[src/rtl/i2c_simple_master_if.sv]
// Command/response handshake and open-drain pin signals of the byte-level I2C controller.
interface i2c_simple_master_if;
    logic       scl_di;
    logic       sda_di;
    logic       scl_pulldown;
    logic       sda_pulldown;
    logic       cmd_valid;
    logic       cmd_ready;
    logic       cmd_start;
    logic       cmd_stop;
    logic       cmd_read;
    logic       cmd_ack;
    logic [7:0] cmd_data;
    logic       rsp_valid;
    logic [7:0] rsp_data;
    logic       rsp_nack;
    logic       busy;

    modport master (
        input  scl_di, sda_di, cmd_valid, cmd_start, cmd_stop, cmd_read, cmd_ack, cmd_data,
        output scl_pulldown, sda_pulldown, cmd_ready, rsp_valid, rsp_data, rsp_nack, busy
    );

    modport slave (
        output scl_di, sda_di, cmd_valid, cmd_start, cmd_stop, cmd_read, cmd_ack, cmd_data,
        input  scl_pulldown, sda_pulldown, cmd_ready, rsp_valid, rsp_data, rsp_nack, busy
    );
endinterface

[src/rtl/i2c_simple_master.sv]
// Byte-level I2C controller: each command is an optional (repeated) START, 8 data bits, an ACK bit
// and an optional STOP. Lines are driven open-drain through pulldown enables; SCL stretching is honoured.
module i2c_simple_master #(
    parameter int unsigned CLK_DIV = 30
) (
    input  logic                clk,
    input  logic                rst_n,
    i2c_simple_master_if.master bus
);
    typedef enum logic [2:0] {S_IDLE, S_START, S_BIT, S_ACKB, S_STOP, S_HOLD} state_t;

    localparam logic [15:0] CNT_LAST = 16'(CLK_DIV - 1);

    state_t      state_q;
    logic [1:0]  qtr_q;
    logic [15:0] cnt_q;
    logic [2:0]  bit_q;
    logic [7:0]  tx_q;
    logic        read_q;
    logic        ack_q;
    logic        stop_q;
    logic [1:0]  scl_sync_q;
    logic [1:0]  sda_sync_q;
    logic        scl_pd_q;
    logic        sda_pd_q;
    logic        cmd_ready_q;
    logic        rsp_valid_q;
    logic [7:0]  rsp_data_q;
    logic        rsp_nack_q;
    logic        busy_q;

    logic        scl_hi;
    logic        sda_hi;
    logic        timed;
    logic        tick;
    logic        qtr_end;

    assign scl_hi  = scl_sync_q[1];
    assign sda_hi  = sda_sync_q[1];
    assign timed   = (state_q != S_IDLE) && (state_q != S_HOLD);
    // Q1 is the quarter that releases SCL; time stands still while a target stretches it low.
    assign tick    = timed && ((qtr_q != 2'd1) || scl_hi);
    assign qtr_end = tick && (cnt_q == CNT_LAST);

    always_ff @(posedge clk or negedge rst_n) begin
        if (!rst_n) begin
            state_q     <= S_IDLE;
            qtr_q       <= 2'd0;
            cnt_q       <= 16'd0;
            bit_q       <= 3'd0;
            tx_q        <= 8'h00;
            read_q      <= 1'b0;
            ack_q       <= 1'b0;
            stop_q      <= 1'b0;
            scl_sync_q  <= 2'b11;
            sda_sync_q  <= 2'b11;
            scl_pd_q    <= 1'b0;
            sda_pd_q    <= 1'b0;
            cmd_ready_q <= 1'b1;
            rsp_valid_q <= 1'b0;
            rsp_data_q  <= 8'h00;
            rsp_nack_q  <= 1'b0;
            busy_q      <= 1'b0;
        end else begin
            scl_sync_q  <= {scl_sync_q[0], bus.scl_di};
            sda_sync_q  <= {sda_sync_q[0], bus.sda_di};
            rsp_valid_q <= 1'b0;
            if (tick) begin
                cnt_q <= qtr_end ? 16'd0 : cnt_q + 16'd1;
            end

            if (!timed) begin
                if (bus.cmd_valid && cmd_ready_q) begin
                    tx_q        <= bus.cmd_data;
                    read_q      <= bus.cmd_read;
                    ack_q       <= bus.cmd_ack;
                    stop_q      <= bus.cmd_stop;
                    cmd_ready_q <= 1'b0;
                    qtr_q       <= 2'd0;
                    cnt_q       <= 16'd0;
                    // An unowned bus always needs a START, whatever the command asked for.
                    if (bus.cmd_start || !busy_q) begin
                        state_q  <= S_START;
                        sda_pd_q <= 1'b0;
                    end else begin
                        state_q  <= S_BIT;
                        bit_q    <= 3'd7;
                        sda_pd_q <= ~bus.cmd_read & ~bus.cmd_data[7];
                    end
                end
            end else if (qtr_end) begin
                qtr_q <= qtr_q + 2'd1;
                case (qtr_q)
                    2'd0: scl_pd_q <= 1'b0;
                    2'd1: begin
                        if (state_q == S_START) sda_pd_q <= 1'b1;
                        if (state_q == S_STOP)  sda_pd_q <= 1'b0;
                    end
                    2'd2: begin
                        if (state_q != S_STOP) scl_pd_q <= 1'b1;
                        if (state_q == S_BIT)  rsp_data_q <= {rsp_data_q[6:0], sda_hi};
                        if (state_q == S_ACKB) rsp_nack_q <= sda_hi;
                    end
                    default: begin
                        case (state_q)
                            S_START: begin
                                state_q  <= S_BIT;
                                busy_q   <= 1'b1;
                                bit_q    <= 3'd7;
                                sda_pd_q <= ~read_q & ~tx_q[7];
                            end
                            S_BIT: begin
                                if (bit_q == 3'd0) begin
                                    state_q  <= S_ACKB;
                                    sda_pd_q <= read_q & ack_q;
                                end else begin
                                    bit_q    <= bit_q - 3'd1;
                                    tx_q     <= {tx_q[6:0], 1'b0};
                                    sda_pd_q <= ~read_q & ~tx_q[6];
                                end
                            end
                            S_ACKB: begin
                                if (stop_q) begin
                                    state_q  <= S_STOP;
                                    sda_pd_q <= 1'b1;
                                end else begin
                                    state_q     <= S_HOLD;
                                    sda_pd_q    <= 1'b0;
                                    rsp_valid_q <= 1'b1;
                                    cmd_ready_q <= 1'b1;
                                end
                            end
                            S_STOP: begin
                                state_q     <= S_IDLE;
                                busy_q      <= 1'b0;
                                rsp_valid_q <= 1'b1;
                                cmd_ready_q <= 1'b1;
                            end
                            default: ;
                        endcase
                    end
                endcase
            end
        end
    end

    assign bus.scl_pulldown = scl_pd_q;
    assign bus.sda_pulldown = sda_pd_q;
    assign bus.cmd_ready    = cmd_ready_q;
    assign bus.rsp_valid    = rsp_valid_q;
    assign bus.rsp_data     = rsp_data_q;
    assign bus.rsp_nack     = rsp_nack_q;
    assign bus.busy         = busy_q;
endmodule

[src/flat_wrapper.sv]
// flat-port wrapper written by rule: the top's interface ports become plain ports
module i2c_simple_master_flat 
#(
    parameter int unsigned CLK_DIV = 30
)
  (clk, rst_n, bus_scl_di, bus_sda_di, bus_cmd_valid, bus_cmd_start, bus_cmd_stop, bus_cmd_read, bus_cmd_ack, bus_cmd_data, bus_scl_pulldown, bus_sda_pulldown, bus_cmd_ready, bus_rsp_valid, bus_rsp_data, bus_rsp_nack, bus_busy);
  i2c_simple_master_if bus_i ();
  input  logic clk;
  input  logic rst_n;
  input wire logic [$bits(bus_i.scl_di)-1:0] bus_scl_di;
  input wire logic [$bits(bus_i.sda_di)-1:0] bus_sda_di;
  input wire logic [$bits(bus_i.cmd_valid)-1:0] bus_cmd_valid;
  input wire logic [$bits(bus_i.cmd_start)-1:0] bus_cmd_start;
  input wire logic [$bits(bus_i.cmd_stop)-1:0] bus_cmd_stop;
  input wire logic [$bits(bus_i.cmd_read)-1:0] bus_cmd_read;
  input wire logic [$bits(bus_i.cmd_ack)-1:0] bus_cmd_ack;
  input wire logic [$bits(bus_i.cmd_data)-1:0] bus_cmd_data;
  output wire logic [$bits(bus_i.scl_pulldown)-1:0] bus_scl_pulldown;
  output wire logic [$bits(bus_i.sda_pulldown)-1:0] bus_sda_pulldown;
  output wire logic [$bits(bus_i.cmd_ready)-1:0] bus_cmd_ready;
  output wire logic [$bits(bus_i.rsp_valid)-1:0] bus_rsp_valid;
  output wire logic [$bits(bus_i.rsp_data)-1:0] bus_rsp_data;
  output wire logic [$bits(bus_i.rsp_nack)-1:0] bus_rsp_nack;
  output wire logic [$bits(bus_i.busy)-1:0] bus_busy;
  assign bus_i.scl_di = bus_scl_di;
  assign bus_i.sda_di = bus_sda_di;
  assign bus_i.cmd_valid = bus_cmd_valid;
  assign bus_i.cmd_start = bus_cmd_start;
  assign bus_i.cmd_stop = bus_cmd_stop;
  assign bus_i.cmd_read = bus_cmd_read;
  assign bus_i.cmd_ack = bus_cmd_ack;
  assign bus_i.cmd_data = bus_cmd_data;
  assign bus_scl_pulldown = bus_i.scl_pulldown;
  assign bus_sda_pulldown = bus_i.sda_pulldown;
  assign bus_cmd_ready = bus_i.cmd_ready;
  assign bus_rsp_valid = bus_i.rsp_valid;
  assign bus_rsp_data = bus_i.rsp_data;
  assign bus_rsp_nack = bus_i.rsp_nack;
  assign bus_busy = bus_i.busy;
  i2c_simple_master #(.CLK_DIV(CLK_DIV)) u_core (.clk(clk), .rst_n(rst_n), .bus(bus_i));
endmodule
[config.mk]
export PLATFORM = sky130hd
export DESIGN_NAME = i2c_simple_master_flat
export DESIGN_NICKNAME = d
export VERILOG_FILES = /design/src/rtl/i2c_simple_master_if.sv /design/src/rtl/i2c_simple_master.sv /design/src/flat_wrapper.sv
export SDC_FILE = /design/constraint.sdc
export NUM_CORES = 1
export LEC_CHECK = 0
export ABC_AREA = 0
export BUFFER_PORTS_ARGS = -buffer_cell sky130_fd_sc_hd__buf_2
export CORE_MARGIN = 2
export CORE_UTILIZATION = 65
export CTS_BUF_LIST = sky130_fd_sc_hd__clkbuf_8
export CTS_CLUSTER_SIZE = 14
export DETAILED_ROUTE_END_ITERATION = 12
export HOLD_SLACK_MARGIN = 0.03
export PLACE_DENSITY = 0.87
export SLEW_MARGIN = 10
export SYNTH_ARGS = -nofsm -noshare
export SYNTH_HDL_FRONTEND = slang
export SYNTH_SLANG_ARGS = --single-unit
[constraint.sdc]
create_clock -name clk -period 3.28 [get_ports clk]
set_clock_uncertainty 0.1 [all_clocks]
set_input_delay 0.164 -clock clk [delete_from_list [all_inputs] [get_ports clk]]
set_output_delay 0.164 -clock clk [all_outputs]
set_load 0.005 [all_outputs]
# [Word-level counts from Yosys, hierarchy flattened]
# Cells that the tools add are included.
[classes] bitwise_logic=11 muxes=52 n_addsub=3 n_eq_ne=25 n_reduce_logical=26
[ops] operator="$mux W16" n=4
[ops] operator="$mux W8" n=6
[ops] operator="$mux W3" n=11
[ops] operator="$ne A3 B3 Y1 const B" n=7
[ops] operator="$reduce_and A5 Y1" n=4
[ops] operator="$mux W1" n=19
[ops] operator="$add A16 B1 Y16 const B" n=1
[ops] operator="$eq A16 B5 Y1 const B" n=1
[ops] operator="$reduce_and A4 Y1" n=4
[ops] operator="$pmux W3 S4" n=1
[ops] operator="$ne A2 B2 Y1 const B" n=5
[ops] operator="$ne A5 B5 Y1 const B" n=2
[ops] operator="$pmux W1 S2" n=5
[ops] operator="$mux W2" n=4
[ops] operator="$not A1 Y1" n=7
[ops] operator="$eq A3 B2 Y1 const B" n=2
[ops] operator="$ne A2 B1 Y1 const B" n=3
[ops] operator="$pmux W3 S2" n=1
[ops] operator="$reduce_and A6 Y1" n=1
[ops] operator="$reduce_bool A2 Y1" n=3
[ops] operator="$and A1 B1 Y1" n=4
[ops] operator="$logic_and A1 B1 Y1" n=4
[ops] operator="$ne A4 B4 Y1 const B" n=1
[ops] operator="$reduce_and A2 Y1" n=2
[ops] operator="14 further kinds" n=15
[word_totals] register_bits=53 output_inout_bits=14 word_cells=134

# [Longest topological paths before layout]
# Gate-level depths: netlist of the first run.
[depth] depth_word=8 depth_mapped=8 depth_no_buf=7

# [Worst setup path after synthesis of the first run]
# OpenSTA, ideal clock, no wires.
[synth_path] path_kind="register to register" from="register u_core.cnt_q[1]" to="register u_core.tx_q[1]" synth_period_minus_slack_ps=2057 path_stages_with_launch=9 t_arrival_ps=1833 slack_ps=1223 setup_ps=125 path_cell_list="dfrtp_1 inv_1 ha_1 nor4b_2 nand4_1 o21bai_4 o21a_1 buf_4 mux2_2"
[synth_between] elab_chain_len=4
[synth_lines] item="start: declaration" line="i2c_simple_master.sv:16" text="logic [15:0] cnt_q;"
[synth_lines] item="start signal: assignment" line="i2c_simple_master.sv:69" text="cnt_q <= qtr_end ? 16'd0 : cnt_q + 16'd1;"
[synth_lines] item="$eq A16 B5 Y1" line="i2c_simple_master.sv:43" text="assign qtr_end = tick && (cnt_q == CNT_LAST);"
[synth_lines] item="$logic_and A1 B1 Y1" line="i2c_simple_master.sv:43"
[synth_lines] item="$ne A2 B2 Y1 (no source line)"
[synth_lines] item="$reduce_and A5 Y1 (no source line)"
[synth_lines] item="end signal: assignment" line="i2c_simple_master.sv:74" text="tx_q <= bus.cmd_data;"
[synth_lines] item="end signal: assignment" line="i2c_simple_master.sv:118" text="tx_q <= {tx_q[6:0], 1'b0};"
[synth_lines] item="end: declaration" line="i2c_simple_master.sv:18" text="logic [7:0] tx_q;"
# No other way between the ends.
# A chain may end at the register's enable or synchronous reset.

# [Final worst setup path of the first run]
[layout_path] from="register u_core.state_q[0]" to="register u_core.tx_q[1]"
[layout_between] elab_chain_len=6
[layout_lines] item="start: declaration" line="i2c_simple_master.sv:14" text="state_t state_q;"
[layout_lines] item="start signal: assignment" line="i2c_simple_master.sv:47" text="state_q <= S_IDLE;"
[layout_lines] item="start signal: assignment" line="i2c_simple_master.sv:83" text="state_q <= S_START;"
[layout_lines] item="start signal: assignment" line="i2c_simple_master.sv:86" text="state_q <= S_BIT;"
[layout_lines] item="$ne A3 B3 Y1 / $reduce_bool A3 Y1 (equally long branches)" line="i2c_simple_master.sv:40" text="assign timed = (state_q != S_IDLE) && (state_q != S_HOLD);"
[layout_lines] item="$logic_and A1 B1 Y1" line="i2c_simple_master.sv:40"
[layout_lines] item="$logic_and A1 B1 Y1" line="i2c_simple_master.sv:42" text="assign tick = timed && ((qtr_q != 2'd1) || scl_hi);"
[layout_lines] item="$logic_and A1 B1 Y1" line="i2c_simple_master.sv:43"
[layout_lines] item="$ne A2 B2 Y1 (no source line)"
[layout_lines] item="$reduce_and A5 Y1 (no source line)"
# Several ways; a longest one is shown, not always the timed one.

==> results.cfg, run 1 <==
[drt]
drtIter0Drc = 172
dr.pass1.iters = 4
vias_per_cell = 6.15
via_count = 2139
wl_per_cell_um = 16.8
drt_drc_violations_left = 0
antenna_left = 0
drt-total-wl_mm = 5.85

[worst_setup_path]
crit_type = flop to flop
crit_chain = xor2_2 -> o21ai_2 -> o21bai_4 -> o21a_1 -> mux2_2
worst-path-buf-inv = 0
required_ns = 3.38
arrival_ns = 2.76
critPathSlowestCell = dfrtp_1
cp_slowest_stage_delay_ns = 0.66
cp_top_family = compound AO/OA/AOI/OAI gates
worstPathMaxFanout = 19
startpoint_type = flop
critPathCaptureType = flop

[place]
hpwl_mm = 4.07
dpl-instance-area_um2 = 2950
gp_congestion = 0.938
port_buffers = 30

[timing]
worst_slew_pin_slew_ns = 0.782
clock.fmax_mhz = 376
finalSetupViolCount = 0
hold_viol_final = 0
fin_crit_ns = 2.66
slew_violations = 0
finalCritPeriodShare = 0.811
rsz0062_at_grt = no
relSlewSlack = 0.477
setup_tns_ns = 0

[finish]
final_common_cell = dfrtp_1
design_area_um2 = 3140
mostFrequentLayoutCells = dfrtp_1 (48), buf_2 (30), mux2_2 (27)
drive_above_1_share = 0.268
num-fill-cells = 278
nets = 322
antenna_cells = 0
area_growth_pct = 13.5

[logic_synthesis]
ys_seq_area_frac = 0.482
synthTopCellsByArea = dfrtp_1 (43%), mux2_2 (11%), dfstp_2 (4.8%), ha_1 (3.6%), nor2_1 (3.4%)
synth-main-ff-cell = dfrtp_1
synth_enable_flop_cells = 0
synth_top_area_cell = dfrtp_1
yosys_register_bits = 53
synth_cell_types = 53
syn_area_um2 = 2770
async_flop_share = 1.00
ys_warn_count = 0
syn_area_per_cell_um2 = 10.6
syn_inst = 260
synth.top_cell.area_share = 0.434
synth_nets = 285

[floorplan]
io_pins = 31
core_um2 = 4060
start_util = 0.681
core.rowCount = 23
die_h_um = 69.2
die_w_um = 69.2
die_area_um2 = 4790

[power]
vdd_drop_max_mv = 0.387
p_leak_nw = 1.46
p_per_area_nw_per_um2 = 366

[clocking]
post_cts_buffers = 0
clk_transition_reported_paths_ns = 0.10
cts_buffers = 5
clockRootBuffer = clkbuf_8
cts_max_level = 2
cts.sinks = 53
cts_tree = built
clk_path_buf_depth = 2
worstSkewPairLatency_ns = 0.31

[global_routing]
grt_max_degree = 32
grt_util_all_layers = 0.259
grt_pass1_wl_mm = 10.1
antenna_found_initial = 0
grt_pass1_vias = 2080
gr-total-overflow = 0

[status]
outcome = complete, no violations

[hold_path]
hold_path_class = primary input to flop

[flow_run]
maxCapViolCount = 0
cells in the mapped netlist, types with 2 or more instances:
cell / n
mux2_2: 27
dfstp_2: 5
o21a_1: 3
nor4_1: 3
ha_1: 8
nand3_1: 6
and4_1: 2
o21ai_0: 6
nand4_1: 8
nor2b_1: 3
a211oi_1: 3
dfrtp_1: 48
nor3_1: 13
o22ai_1: 2
xor2_1: 5
o221ai_1: 2
nor4b_1: 2
nor2_1: 25
nand2_1: 17
nand2b_1: 2
and3_1: 2
o21bai_1: 2
clkbuf_1: 5
inv_1: 12
xnor2_1: 9
buf_2: 3
o31ai_1: 3
a21oi_1: 6
a31oi_1: 4
registers in the layout, summed over array words and instances, names as in the netlist:
| signal | cells |
|---|---|
| u_core.ack_q | 1 |
| u_core.bit_q | 3 |
| u_core.bus.busy | 1 |
| u_core.bus.cmd_ready | 1 |
| u_core.bus.rsp_data | 8 |
| u_core.bus.rsp_nack | 1 |
| u_core.bus.rsp_valid | 1 |
| u_core.bus.scl_pulldown | 1 |
| u_core.bus.sda_pulldown | 1 |
| u_core.cnt_q | 16 |
| u_core.qtr_q | 2 |
| u_core.read_q | 1 |
| u_core.scl_sync_q | 2 |
| u_core.sda_sync_q | 2 |
| u_core.state_q | 3 |
| u_core.stop_q | 1 |
| u_core.tx_q | 8 |
where the power goes:
group	internal (W)	switching, W	leakage (nW)
Combinational	0.0000134	0.0000163	0.739
Sequential	0.000657	0.000000849	0.662
Clock	0.000233	0.000228	0.0591
cells by family after synthesis:
kind of cell / Yosys count / synth area share
mux: 27 / 0.110
xor+xnor: 15 / 0.0502
buf+inv: 21 / 0.0312
compound gates: 43 / 0.113
simple gates: 92 / 0.174
fa+ha+maj: 9 / 0.0398
flops: 53 / 0.482
per-stage QoR:
stage	utilization	cells	total power (W)	hold slack (ns)	setup WS [ns]
detailed placement	0.727	333	0.000695	0.0690	0.672
finish	0.773	348	0.00115	0.109	0.621
global route	0.773	348	0.00118	0.106	0.437
CTS	0.773	348	0.00115	0.103	0.639
global placement	0.727	333	0.000694	0.0636	0.762
floorplan	-	260	0.000672	-0.232	1.22
worst min-delay path: cells and delay by family:
kind | cells | cell delay [ns]
buffers and inverters | 1 | 0.07
multiplexers | 2 | 0.26
what timing repair did:
item | in CTS | in global routing
resized for setup | 0 | 0
hold endpoints to repair | 28 | 0
hold buffers | 7 | 0
final timing paths:
| kind | start | depth (start not counted) | slack, ns | endpoint |
|---|---|---|---|---|
| worst min-delay path | bus_cmd_data[3] | 3 | 0.11 | u_core.tx_q[3]$_DFFE_PN0P_ |
| min in group asynchronous | rst_n | 2 | 0.25 | u_core.cnt_q[8]$_DFF_PN0_ |
| worst min register to register | u_core.sda_sync_q[0]$_DFF_PN1_ | 0 | 0.26 | u_core.sda_sync_q[1]$_DFF_PN1_ |
| max in group asynchronous | rst_n | 3 | 2.02 | u_core.scl_sync_q[1]$_DFF_PN1_ |
| worst max-delay path | u_core.state_q[0]$_DFFE_PN0P_ | 5 | 0.62 | u_core.tx_q[1]$_DFFE_PN0P_ |
| worst max register to register | u_core.state_q[0]$_DFFE_PN0P_ | 5 | 0.62 | u_core.tx_q[1]$_DFFE_PN0P_ |
cell type report:
type | instances | area, um^2 | area share
clock inverters | 3 | 47.5 | 0.0152
inverters | 12 | 45.0 | 0.0144
clock buffers | 5 | 68.8 | 0.0219
flip-flops and latches | 53 | 1330 | 0.425
repair buffers | 39 | 235 | 0.0750
multi-input cells | 186 | 1350 | 0.429
well taps | 50 | 62.6 | 0.0199
per-layer routing:
layer | routed length (um) | part of all wire | GRT usage | vias to the layer above
li1 | - | - | - | 1013
met1 | 2580 | 0.44 | 0.361 | 1033
met2 | 2820 | 0.48 | 0.410 | 84
met3 | 358 | 0.061 | 0.0538 | 9
met4 | 94 | 0.016 | 0.0784 | 0
met5 | 0 | 0 | 0 | -
Power figures use the tool's default switching activity.
==> run 2, diff against run 1 <==
--- a/config.mk
+++ b/config.mk
@@ -8,12 +8,12 @@
 export ABC_AREA = 0
 export BUFFER_PORTS_ARGS = -buffer_cell sky130_fd_sc_hd__buf_2
 export CORE_MARGIN = 2
-export CORE_UTILIZATION = 65
+export CORE_UTILIZATION = 60
 export CTS_BUF_LIST = sky130_fd_sc_hd__clkbuf_8
 export CTS_CLUSTER_SIZE = 14
 export DETAILED_ROUTE_END_ITERATION = 12
 export HOLD_SLACK_MARGIN = 0.03
-export PLACE_DENSITY = 0.87
+export PLACE_DENSITY = 0.81
 export SLEW_MARGIN = 10
 export SYNTH_ARGS = -nofsm -noshare
 export SYNTH_HDL_FRONTEND = slang
==> constraint.sdc (replaced) <==
create_clock -name clk -period 2.62 [get_ports clk]
set_clock_uncertainty 0.1 [all_clocks]
set_input_delay 0.131 -clock clk [delete_from_list [all_inputs] [get_ports clk]]
set_output_delay 0.131 -clock clk [all_outputs]
set_load 0.005 [all_outputs]
==> run 2 against run 1 <==
Core utilization is 4.0 points lower. Combinational power is 32% higher. Critical path depth is 1 lower. Global-route usage fell by 1.5 points. Worst setup slack lost 0.26 ns. Clock-buffer cell count is the same. Die area is 7.8% higher. First-iteration DRC count fell by 13%. Clock power increased by 40%. Critical endpoint is now u_core.tx_q[5]$_DFFE_PN0P_. Largest power group unchanged.
==> results.cfg, run 2 (synthesis gave the netlist of run 1 again) <==
[timing]
finalCritPeriodShare = 0.861
clock.fmax_mhz = 444
finalSetupViolCount = 0
slew_violations = 0
rsz0062_at_grt = no
setup_tns_ns = 0
hold_viol_final = 0
worst_slew_pin_slew_ns = 0.747
whs_ns = 0.0771
fin_crit_ns = 2.25
relSlewSlack = 0.500

[finish]
fin_cells = 356
largest_reg_flops = 16
antenna_cells = 0
drive_above_1_share = 0.283
mostFrequentLayoutCells = dfrtp_1 (48), buf_2 (30), mux2_2 (27)
final_util = 0.733
area_growth_pct = 16.3
nets = 328
final_common_cell = dfrtp_1
largest_register = u_core.cnt_q

[power]
internal_power_w = 0.00122
p_clk_frac = 0.428
p_per_area_nw_per_um2 = 469
p_leak_nw = 1.50
p_comb_frac = 0.026
switching_share = 0.191
seqPwrFrac = 0.546
vdd_drop_max_mv = 0.359
power.switching_w = 0.000288

[drt]
dr.pass1.iters = 4
antenna_left = 0
vias_per_cell = 6.04
drtIter0Drc = 150
drt-total-wl_mm = 5.74
via_count = 2152
drt_drc_violations_left = 0
wl_per_cell_um = 16.1

[clocking]
cts_max_level = 2
cts.sinks = 53
cts_tree = built
clockRootBuffer = clkbuf_8
ctsResizeCount = 0
clk_path_buf_depth = 2
cts_buffers = 5
worstSkewPairLatency_ns = 0.31
clk_transition_reported_paths_ns = 0.09

[global_routing]
gr-total-overflow = 0
antenna_found_initial = 0
grt_pass1_wl_mm = 9.74
grt_util_all_layers = 0.244
grt_pass1_vias = 2140
grt.met2_usage = 0.401
grt_max_degree = 54
use_met3 = 0.0605
grt_util_met1 = 0.311
top_usage_layer = met2

[place]
gp_congestion = 0.819
dp_cells = 341
port_buffers = 30
hpwl_mm = 4.00

[floorplan]
die_area_um2 = 5170
die_h_um = 71.9
io_pins = 31
die_w_um = 71.9
core_um2 = 4380
start_util = 0.631
core.rowCount = 24

[hold_path]
hold_end = u_core.tx_q[2]$_DFFE_PN0P_
whs_path_depth = 3
min_from = bus_cmd_data[2]
hold_path_class = primary input to flop

[worst_setup_path]
crit_start = u_core.state_q[0]$_DFFE_PN0P_
r2r-end = u_core.tx_q[5]$_DFFE_PN0P_
r2r_start = u_core.state_q[0]$_DFFE_PN0P_
startpoint_type = flop
critPathCaptureType = flop
r2r_cells = 4
arrival_ns = 2.35
crit_type = flop to flop
ff2ff_setup_slack_ns = 0.37
worstPathMaxFanout = 11
required_ns = 2.72

[flow_run]
maxCapViolCount = 0

[status]
outcome = complete, no violations
run 2: changes by cell type in the layout (fill, tap and decap cells not counted), sizes merged:
cell,change
clkinv,+1
buf,+6
inv,-2
bufinv,+1
run 2: what timing repair did:
item	4_1_cts	5_1_grt
setup buffers	0	0
hold buffers	7	0
endpoints found under the hold margin	59	0
run 2: metrics by stage:
step                instance area [um^2]  setup WS, ns  total power, W
finish                              3220         0.365         0.00151
global route                        3220         0.229         0.00155
CTS                                 3220         0.358         0.00152
detailed placement                  3010         0.387        0.000873
global placement                    3010         0.402        0.000872
floorplan                           2770         0.563        0.000841
run 2: power by group through the flow:
stage                     clock (W)  sequential [W]  combinational (W)
after CTS                  0.000655        0.000824          0.0000408
after floorplan                   0        0.000840        0.000000997
after detailed placement          0        0.000840          0.0000329
after global routing       0.000684        0.000824          0.0000454
after global placement            0        0.000840          0.0000325
final                      0.000646        0.000824          0.0000391
run 2: worst max-delay path by stage:
stage                                            end  slack [ns]  cells after the start
final                     u_core.tx_q[5]$_DFFE_PN0P_        0.37                      4
after floorplan           u_core.tx_q[1]$_DFFE_PN0P_        0.56                      8
after CTS                 u_core.tx_q[5]$_DFFE_PN0P_        0.36                      4
after detailed placement  u_core.tx_q[5]$_DFFE_PN0P_        0.39                      4
after global placement    u_core.tx_q[6]$_DFFE_PN0P_        0.40                      4
after global routing      u_core.tx_q[5]$_DFFE_PN0P_        0.23                      4
run 2: cell type report:
cell class	count	area (um^2)
Timing Repair Buffer	45	293
Multi-Input combinational cell	186	1350
Sequential cell	53	1330
Clock inverter	3	65.1
Clock buffer	5	68.8
Fill cell	327	1170
Tap cell	52	65.1
Inverter	12	45.0
run 2: critical path: stages (launching register included):
cell,delay [ns]
dfrtp_1,0.42
xor2_2,0.22
nor2_1,0.59
o21a_1,0.43
mux2_2,0.38
run 2: per-layer routing:
metal | vias to the layer above | wire length [um]
li1 | 1026 | -
met1 | 1046 | 2480
met2 | 64 | 2850
met3 | 16 | 278
met4 | 0 | 134
met5 | - | 0
